**src/rtl/fifo_wr_arbiter_if.sv**
```systemverilog
// fifo_wr_arbiter_if
//   Bundles the producer request/data lines, the sync_fifo write side and
//   the arbiter status outputs into one interface.
//   Signals:
//     req          producers -> arbiter   per-requester write request
//     req_data     producers -> arbiter   flattened data, slot i at [i*DW +: DW]
//     gnt          arbiter -> producers   one-hot accept
//     fifo_full    sync_fifo -> arbiter   full flag
//     fifo_wr_en   arbiter -> sync_fifo   write enable
//     fifo_wr_data arbiter -> sync_fifo   write data
//     busy         arbiter status         high while a burst owns the port
//     owner        arbiter status         index of current/last owner
//   Modports: slave = arbiter side, master = environment side.
interface fifo_wr_arbiter_if #(
    parameter int NREQ = 4,
    parameter int DW   = 8
);
    localparam int PW = $clog2(NREQ);

    logic [NREQ-1:0]    req;
    logic [NREQ*DW-1:0] req_data;
    logic [NREQ-1:0]    gnt;
    logic               fifo_full;
    logic               fifo_wr_en;
    logic [DW-1:0]      fifo_wr_data;
    logic               busy;
    logic [PW-1:0]      owner;

    modport slave (
        input  req, req_data, fifo_full,
        output gnt, fifo_wr_en, fifo_wr_data, busy, owner
    );

    modport master (
        output req, req_data, fifo_full,
        input  gnt, fifo_wr_en, fifo_wr_data, busy, owner
    );
endinterface

```
**src/rtl/fifo_wr_arbiter.sv**
```systemverilog
// fifo_wr_arbiter
//   Round-robin arbiter sharing one sync_fifo write port between NREQ
//   producers. Grants are same-cycle handshakes; a winner may keep the port
//   for up to BURST_LEN consecutive beats so its burst lands contiguously.
//   Ports:
//     clk        clock, all state on rising edge
//     rst        synchronous active-high reset
//     bus        fifo_wr_arbiter_if.slave (req/req_data/gnt, fifo_full,
//                fifo_wr_en/fifo_wr_data, busy, owner)
//   Optional (macro FIFO_ARB_CNT_EN):
//     cnt_clr    clears all beat counters (wins over a same-cycle accept)
//     beat_cnt   per-requester 16-bit saturating accepted-beat counters
module fifo_wr_arbiter #(
    parameter int NREQ      = 4,
    parameter int DW        = 8,
    parameter int BURST_LEN = 4
) (
    input  logic                  clk,
    input  logic                  rst,
`ifdef FIFO_ARB_CNT_EN
    input  logic                  cnt_clr,
    output logic [NREQ*16-1:0]    beat_cnt,
`endif
    fifo_wr_arbiter_if.slave      bus
);
    localparam int PW = $clog2(NREQ);
    localparam logic [7:0] BL8 = 8'(BURST_LEN);

    typedef enum logic {IDLE, HOLD} state_t;

    state_t          state_q, state_d;
    logic [PW-1:0]   ptr_q, ptr_d;
    logic [7:0]      cnt_q, cnt_d;
    logic [NREQ-1:0] gnt;
    logic [DW-1:0]   wr_data;
    logic [PW-1:0]   sel;
    logic            any;

    // Round-robin pick: walk the scan order backwards so the last hit is
    // the first requester after ptr (ptr itself is checked last).
    always_comb begin
        sel = ptr_q;
        any = 1'b0;
        for (int k = NREQ; k >= 1; k--) begin
            if (bus.req[PW'((int'(ptr_q) + k) % NREQ)]) begin
                sel = PW'((int'(ptr_q) + k) % NREQ);
                any = 1'b1;
            end
        end
    end

    always_comb begin
        state_d = state_q;
        ptr_d   = ptr_q;
        cnt_d   = cnt_q;
        gnt     = '0;
        case (state_q)
            IDLE: begin
                if (!bus.fifo_full && any) begin
                    gnt[sel] = 1'b1;
                    ptr_d    = sel;
                    cnt_d    = 8'd1;
                    state_d  = (BURST_LEN > 1) ? HOLD : IDLE;
                end
            end
            HOLD: begin
                // A full FIFO freezes the burst; ownership is kept.
                if (!bus.fifo_full) begin
                    if (bus.req[ptr_q]) begin
                        gnt[ptr_q] = 1'b1;
                        cnt_d      = cnt_q + 8'd1;
                        if (cnt_d == BL8) state_d = IDLE;
                    end else begin
                        // Owner dropped out: one bubble, then re-arbitrate.
                        state_d = IDLE;
                        cnt_d   = '0;
                    end
                end
            end
            default: state_d = IDLE;
        endcase
        if (rst) gnt = '0;
    end

    always_comb begin
        wr_data = '0;
        for (int i = 0; i < NREQ; i++) begin
            if (gnt[i]) wr_data = bus.req_data[i*DW +: DW];
        end
    end

    always_ff @(posedge clk) begin
        if (rst) begin
            state_q <= IDLE;
            ptr_q   <= PW'(NREQ - 1);
            cnt_q   <= '0;
        end else begin
            state_q <= state_d;
            ptr_q   <= ptr_d;
            cnt_q   <= cnt_d;
        end
    end

    assign bus.gnt          = gnt;
    assign bus.fifo_wr_en   = |gnt;
    assign bus.fifo_wr_data = wr_data;
    assign bus.busy         = !rst && (state_q == HOLD);
    // Report the post-reset owner immediately, even before the first edge.
    assign bus.owner        = rst ? PW'(NREQ - 1) : ptr_q;

`ifdef FIFO_ARB_CNT_EN
    for (genvar i = 0; i < NREQ; i++) begin : g_cnt
        logic [15:0] bcnt_q, bcnt_d;

        always_comb begin
            bcnt_d = bcnt_q;
            if (bus.req[i] && gnt[i] && bcnt_q != 16'hFFFF) bcnt_d = bcnt_q + 16'd1;
            if (cnt_clr) bcnt_d = '0;
        end

        always_ff @(posedge clk) begin
            if (rst) bcnt_q <= '0;
            else     bcnt_q <= bcnt_d;
        end

        assign beat_cnt[i*16 +: 16] = bcnt_q;
    end
`endif
endmodule

```
**src/flat_wrapper.sv**
```systemverilog
// flat-port wrapper written by rule: the top's interface ports become plain ports
module fifo_wr_arbiter_flat 
#(
    parameter int NREQ      = 4,
    parameter int DW        = 8,
    parameter int BURST_LEN = 4
)
  (clk, rst, bus_req, bus_req_data, bus_fifo_full, bus_gnt, bus_fifo_wr_en, bus_fifo_wr_data, bus_busy, bus_owner);
  fifo_wr_arbiter_if #(.NREQ(NREQ), .DW(DW)) bus_i ();
  input  logic clk;
  input  logic rst;
  input wire logic [$bits(bus_i.req)-1:0] bus_req;
  input wire logic [$bits(bus_i.req_data)-1:0] bus_req_data;
  input wire logic [$bits(bus_i.fifo_full)-1:0] bus_fifo_full;
  output wire logic [$bits(bus_i.gnt)-1:0] bus_gnt;
  output wire logic [$bits(bus_i.fifo_wr_en)-1:0] bus_fifo_wr_en;
  output wire logic [$bits(bus_i.fifo_wr_data)-1:0] bus_fifo_wr_data;
  output wire logic [$bits(bus_i.busy)-1:0] bus_busy;
  output wire logic [$bits(bus_i.owner)-1:0] bus_owner;
  assign bus_i.req = bus_req;
  assign bus_i.req_data = bus_req_data;
  assign bus_i.fifo_full = bus_fifo_full;
  assign bus_gnt = bus_i.gnt;
  assign bus_fifo_wr_en = bus_i.fifo_wr_en;
  assign bus_fifo_wr_data = bus_i.fifo_wr_data;
  assign bus_busy = bus_i.busy;
  assign bus_owner = bus_i.owner;
  fifo_wr_arbiter #(.NREQ(NREQ), .DW(DW), .BURST_LEN(BURST_LEN)) u_core (.clk(clk), .rst(rst), .bus(bus_i));
endmodule
```
**config.mk**
```make
export PLATFORM = sky130hd
export DESIGN_NAME = fifo_wr_arbiter_flat
export DESIGN_NICKNAME = d
export VERILOG_FILES = /design/src/rtl/fifo_wr_arbiter_if.sv /design/src/rtl/fifo_wr_arbiter.sv /design/src/flat_wrapper.sv
export SDC_FILE = /design/constraint.sdc
export NUM_CORES = 1
export LEC_CHECK = 0
export ABC_AREA = 0
export BUFFER_PORTS_ARGS = -buffer_cell sky130_fd_sc_hd__buf_2
export CAP_MARGIN = 5
export CORE_MARGIN = 4
export CORE_UTILIZATION = 30
export CTS_BUF_LIST = sky130_fd_sc_hd__clkbuf_16
export DETAILED_ROUTE_END_ITERATION = 16
export PLACE_DENSITY = 0.54
export SETUP_SLACK_MARGIN = 0.02
export SLEW_MARGIN = 5
export SYNTH_ARGS = -nofsm -noshare
export SYNTH_HDL_FRONTEND = slang
export SYNTH_SLANG_ARGS = --single-unit
export TNS_END_PERCENT = 5
```
**constraint.sdc**
```tcl
create_clock -name clk -period 4.8 [get_ports clk]
set_input_delay 0.96 -clock clk [delete_from_list [all_inputs] [get_ports clk]]
set_output_delay 0.96 -clock clk [all_outputs]
set_load 0.01 [all_outputs]
```
==> flow_summary_export.csv, run 1 <==
group,metric,value,unit
global_route,grt_util_all_layers,14.4,%
pwr,switching_share,32.9,%
final_layout,n_fill_cell,479,
timing,worst_slack,0.702,ns
final_layout,final_cell_mix,"buf_2 (54), nor2_1 (17), a21oi_1 (17), nand2_1 (17)",
final_layout,drive_gt1_share,29.9,%
pwr,powerDensity,242,nW/um^2
flow_run,drv_cap,0,
route,ant_nets,0,
global_route,grt_pass1_vias,1461,
clock_tree,tritoncts,"built",
clock_tree,cts.sinks,11,
clock_tree,root_buffer,"clkbuf_16",
final_layout,final-seq-area,220,um^2
critical_path,arrival,3.14,ns
timing,clock_skew,0.00219,ns
place,dp_hpwl,3110,um
timing,period_needed,4.10,ns
synth,synth_edf_count,0,
synth,yosys_warnings,0,
final_layout,syn_to_final_growth,26.1,%
global_route,grt_antenna_before_repair,0,
final_layout,multiInputGateArea,1040,um^2
final_layout,fin_area,1720,um^2
pwr,p_leak,0.774,nW
die,rows,24,
die,die_h,75.4,um
synth,synth.distinct_cells,46,
hold_path,hold_path.class,"reg -> reg",
timing,whs,0.512,ns
pwr,finalPower,0.416,mW
critical_path,critPathMaxFanout,12,
synth,async_reset_ff_share,0,%
route,drcViolationCount,0,
pwr,intPower,0.279,mW
clock_tree,cts_hold_buf,0,
pwr,netSwitchingPower,0.137,mW
place,port-buffer-count,54,
synth,synthesis.nets,227,
place,pre_cts_slack,0.671,ns
route,wire_per_inst,14.1,um
timing,fmax,244,MHz
pwr,power_frac_seq,24.6,%
critical_path,startpoint_type,"input port",
clock_tree,clockBufferDepth,2,
clock_tree,post_cts_buffers,0,
die,initial_utilization,31.1,%
global_route,grt_pass1_wl,6490,um
clock_tree,clk_pin_slew,0.04,ns
place,gp_congestion,0.772,
die,dieArea,5690,um^2
status,status,"finished clean",
timing,setup_viol_count_final,0,
route,vias,1539,
die,io_pins,55,
critical_path,path_class,"in -> out",
timing,worst_slew_pin_slew,0.766,ns
final_layout,fin_nets,277,
route,drt_pre_antenna_iters,4,
clock_tree,htreeDepth,1,
final_layout,insertedDiodeCount,0,
die,die_w,75.4,um
pwr,ir_drop,0.130,mV
synth,syn_area_per_cell,7.49,um^2
die,core_area,4380,um^2
synth,ys_seq_area_share,16.1,%
timing,setup_tns,0,ns
synth,synthCells,182,
global_route,gr-total-overflow,0,
final_layout,layout_commonest_cell,"buf_2",
timing,hold_viol,0,
clock_tree,cts.repair.resized,0,
route,viasPerCell,5.44,
timing,slew_violations,0,
synth,syn_area,1360,um^2
global_route,grt_max_degree,21,
pwr,clock_power_share,35.7,%
critical_path,crit_required,3.84,ns
place,dpl_cell_area,1640,um^2
timing,period_share,85.4,%
clock_tree,clkLatencyLatePin,0.24,ns
timing,grt_setup_unrepaired,"no",
critical_path,cp-end-kind,"output port",
pwr,combPwrFrac,39.7,%
timing,relSlewSlack,48.5,%
synth,ys_ff_latch,11,
clock_tree,numCtsBuffers,3,
synth,ys.flop_type,"dfxtp_1",
route,first_iter_violations,37,
route,totalWireLength,4000,um
[final timing paths]
check	start	endpoint	cells past startpoint	slack, ns
setup / recovery	bus_req[3]	bus_fifo_wr_data[3]	8	0.70
hold / removal	u_core.cnt_q[7]	u_core.cnt_q[7]	2	0.51
setup reg to reg	u_core.ptr_q[1]	u_core.ptr_q[1]	5	2.87
hold reg to reg	u_core.cnt_q[7]	u_core.cnt_q[7]	2	0.51
[cell families (layout without fill, tap and decap cells)]
group                      count (synthesis)  count (layout)  synth area share (%)
muxes                                      8               8                  6.88
and+or+nand+nor                           72              72                  28.3
DFF                                       11              11                  16.1
adders and majority gates                  6               6                  5.50
AOI/OAI and AO/OA                         61              61                  33.0
buffers and inverters                     20              69                  7.52
xor gates and xnor gates                   4               4                  2.57
[final cells by class]
type,instances,share of cell area [%]
inverter,10,2.18
clock inverter,1,0.218
clock buffer,3,4.36
multi-input combinational,151,60.5
sequential,11,12.8
tap,52,3.78
timing repair buffer,55,16.1
[registers in the layout (all words and copies together) (netlist names)]
signal	count
u_core.ptr_q	2
u_core.cnt_q	8
u_core.state_q	1
[stage by stage]
step	std cells	utilization [%]
5_1_grt	283	39.2
2_1_floorplan	182	-
3_3_place_gp	279	37.4
4_1_cts	283	39.2
3_5_place_dp	279	37.4
6_report	283	39.2
[Yosys cell counts, types with 2 or more instances]
cell      count  area [um^2]
a21oi_1      17         85.1
nand2_1      17         63.8
nor2_1       17         63.8
a211oi_1     11         82.6
dfxtp_1      11          220
a22o_1        9         78.8
inv_1         9         33.8
a221oi_1      8         70.1
ha_1          6         75.1
mux2i_1       6         60.1
or3_1         6         37.5
clkbuf_1      5         18.8
nor3_1        5         25.0
o21ai_0       5         25.0
and3_1        4         25.0
nand3_1       4         20.0
nand3b_1      4         30.0
xnor2_1       4         35.0
and2_1        3         18.8
or2_2         3         18.8
buf_2         2         10.0
nor2b_1       2         12.5
[per-layer routing]
layer / routed length [um] / part of all wire, % / vias to the layer above / global-route usage, %
met3: 405 / 10 / 4 / 2.11
met1: 1860 / 46 / 689 / 18.6
met4: 42 / 1.0 / 0 / 4.66
met2: 1700 / 42 / 59 / 24.6
li1: - / - / 787 / -
met5: 0 / 0 / - / 0
[worst max-delay path: stages]
cell and delay (ns):
buf_2 0.16, mux4_2 0.29, nand2_1 0.26, nor4b_2 0.71, a22o_1 0.25, a211oi_1 0.04
a221oi_1 0.29, buf_2 0.18
[power groups by stage]
stage / Clock [mW] / Combinational [mW] / Sequential [mW]
detailed placement: 0 / 0.166 / 0.104
CTS: 0.151 / 0.167 / 0.102
floorplan: 0 / 0.118 / 0.103
global placement: 0 / 0.166 / 0.104
global route: 0.157 / 0.185 / 0.103
finish: 0.148 / 0.165 / 0.102
No activity file was read; power rests on OpenSTA's default activity.
==> run 2, diff against run 1 <==
--- a/config.mk
+++ b/config.mk
@@ -8,11 +8,13 @@
 export ABC_AREA = 0
 export BUFFER_PORTS_ARGS = -buffer_cell sky130_fd_sc_hd__buf_2
 export CAP_MARGIN = 5
+export CELL_PAD_IN_SITES_DETAIL_PLACEMENT = 0
+export CELL_PAD_IN_SITES_GLOBAL_PLACEMENT = 1
 export CORE_MARGIN = 4
-export CORE_UTILIZATION = 30
+export CORE_UTILIZATION = 36
 export CTS_BUF_LIST = sky130_fd_sc_hd__clkbuf_16
 export DETAILED_ROUTE_END_ITERATION = 16
-export PLACE_DENSITY = 0.54
+export PLACE_DENSITY = 0.85
 export SETUP_SLACK_MARGIN = 0.02
 export SLEW_MARGIN = 5
 export SYNTH_ARGS = -nofsm -noshare
==> run 2 against run 1 <==
Clock skew shrank 0.00086 ns. Critical path type is now reg -> out. Total power is 1.1% higher. Critical path depth increased by 1. Sequential share of layout area barely moved. Register-to-register slack got worse by 0.21 ns. Via count down 0.39%.
==> flow_summary_export.csv, run 2 (synthesis results as in run 1) <==
group,metric,value,unit
timing,setup_tns,0,ns
final_layout,n_fill_cell,369,
hold_path,min_from,"u_core.cnt_q[4]",
route,first_iter_violations,63,
die,die_h,69.6,um
timing,fmax,241,MHz
clock_tree,clkLatencyLatePin,0.24,ns
route,drcViolationCount,0,
hold_path,min_to,"u_core.cnt_q[4]",
flow_run,drv_cap,0,
clock_tree,root_buffer,"clkbuf_16",
critical_path,path_class,"reg -> out",
timing,relSlewSlack,50.6,%
critical_path,arrival,3.18,ns
clock_tree,numCtsBuffers,3,
clock_tree,cts_hold_buf,0,
route,drt_pre_antenna_iters,4,
timing,clock_skew,0.00134,ns
critical_path,crit_required,3.84,ns
final_layout,insertedDiodeCount,0,
place,dpl_cell_area,1640,um^2
timing,period_share,86.3,%
die,rows,22,
final_layout,regMostFlops,"u_core.cnt_q",
critical_path,cp_cell_sequence,"inv_1, ha_1, mux2i_1, and2_1, o31ai_4, and3b_1, a211oi_1, a221oi_1, buf_2",
critical_path,regToRegSetupSlack,2.66,ns
final_layout,syn_to_final_growth,25.9,%
final_layout,top_regs,"u_core.cnt_q (8), u_core.ptr_q (2), u_core.state_q (1)",
critical_path,cp_slowest_cell,"dfxtp_1",
timing,setup_viol_count_final,0,
timing,whs,0.517,ns
hold_path,hold_path.class,"reg -> reg",
pwr,p_leak,0.774,nW
route,wire_per_inst,13.6,um
die,initial_utilization,37.3,%
final_layout,drive_gt1_share,30.3,%
final_layout,fin_area,1720,um^2
global_route,grt_util_all_layers,15.4,%
clock_tree,htreeDepth,1,
final_layout,largest_reg_flops,8,
place,port-buffer-count,54,
global_route,grt_pass1_wl,6380,um
critical_path,rr_endpoint,"u_core.ptr_q[1]",
clock_tree,post_cts_buffers,0,
die,dieArea,4840,um^2
critical_path,r2r_cells,5,
pwr,powerDensity,245,nW/um^2
die,die_w,69.6,um
global_route,gr-total-overflow,0,
global_route,grt_antenna_before_repair,0,
final_layout,fin_nets,277,
timing,grt_setup_unrepaired,"no",
critical_path,startpoint_type,"flip-flop",
die,io_pins,55,
global_route,grt_pass1_vias,1367,
place,gp_congestion,0.838,
timing,worst_slew_pin_slew,0.740,ns
hold_path,whs_path_depth,2,
final_layout,final_util,46.9,%
timing,period_needed,4.14,ns
timing,slew_violations,0,
route,totalWireLength,3800,um
clock_tree,cts.sinks,11,
die,core_area,3660,um^2
clock_tree,tritoncts,"built",
critical_path,critPathMaxFanout,16,
clock_tree,clockBufferDepth,2,
route,vias,1533,
place,pre_cts_slack,0.730,ns
pwr,ir_drop,0.107,mV
critical_path,cp-end-kind,"output port",
route,viasPerCell,5.49,
global_route,grt_max_degree,21,
timing,worst_slack,0.657,ns
critical_path,slowest_delay,0.67,ns
status,status,"finished clean",
clock_tree,cts.repair.resized,0,
place,dp_hpwl,2930,um
clock_tree,clk_pin_slew,0.04,ns
final_layout,layout_commonest_cell,"buf_2",
timing,hold_viol,0,
final_layout,final_cell_mix,"buf_2 (54), nor2_1 (17), a21oi_1 (17), nand2_1 (17)",
critical_path,r2r-start,"u_core.ptr_q[0]",
route,ant_nets,0,
[run 2: cell count changes in the layout (fill, tap and decap cells not counted), sizes merged]
cell / before / now
clkinv: 0 / 1
inv: 11 / 10
[run 2: cell type report]
cell class	count	area, um^2	share of cell area [%]
clock buffer	3	75.1	4.37
clock inverter	1	5.00	0.292
inverter	10	37.5	2.19
multi-input combinational	151	1040	60.6
sequential	11	220	12.8
tap	48	60.1	3.50
timing repair buffer	55	278	16.2
[run 2: worst max-delay path by stage]
| stage | start | end | slack, ns | depth (start not counted) |
|---|---|---|---|---|
| after detailed placement | bus_req[1] | bus_fifo_wr_data[2] | 0.73 | 8 |
| after global routing | u_core.ptr_q[0] | bus_fifo_wr_data[7] | 0.28 | 9 |
| after floorplan | bus_req[3] | bus_fifo_wr_data[0] | 1.14 | 7 |
| after global placement | bus_req[1] | bus_fifo_wr_data[4] | 0.70 | 8 |
| final | u_core.ptr_q[0] | bus_fifo_wr_data[0] | 0.66 | 9 |
| after CTS | u_core.ptr_q[0] | bus_fifo_wr_data[4] | 0.65 | 9 |
[run 2: per-layer routing]
metal	up-vias	routed length, um	track usage [%]
li1	780	-	-
met1	695	1820	20.8
met2	53	1660	25.0
met3	5	276	2.90
met4	0	42	3.90
met5	-	0	0
[run 2: metrics by stage]
| step | total power, mW | cells |
|---|---|---|
| after detailed placement | 0.268 | 275 |
| after global routing | 0.448 | 279 |
| final | 0.420 | 279 |
| after global placement | 0.267 | 275 |
| after CTS | 0.424 | 279 |
| after floorplan | 0.221 | 182 |
[run 2: worst max-delay path: cells and delay by family, from the launching register on]
kind	cells	cell delay, ns
buffers and inverters	2	0.38
and+or+nand+nor	2	0.61
DFF	1	0.67
muxes	1	0.15
adders and majority gates	1	0.40
AOI/OAI and AO/OA	3	0.74
[run 2: report_power, final]
part | internal (mW) | leakage [nW] | switching [mW] | total (mW)
Sequential | 0.0959 | 0.0896 | 0.0108 | 0.107
Combinational | 0.0732 | 0.643 | 0.0858 | 0.159
Clock | 0.111 | 0.0409 | 0.0437 | 0.154
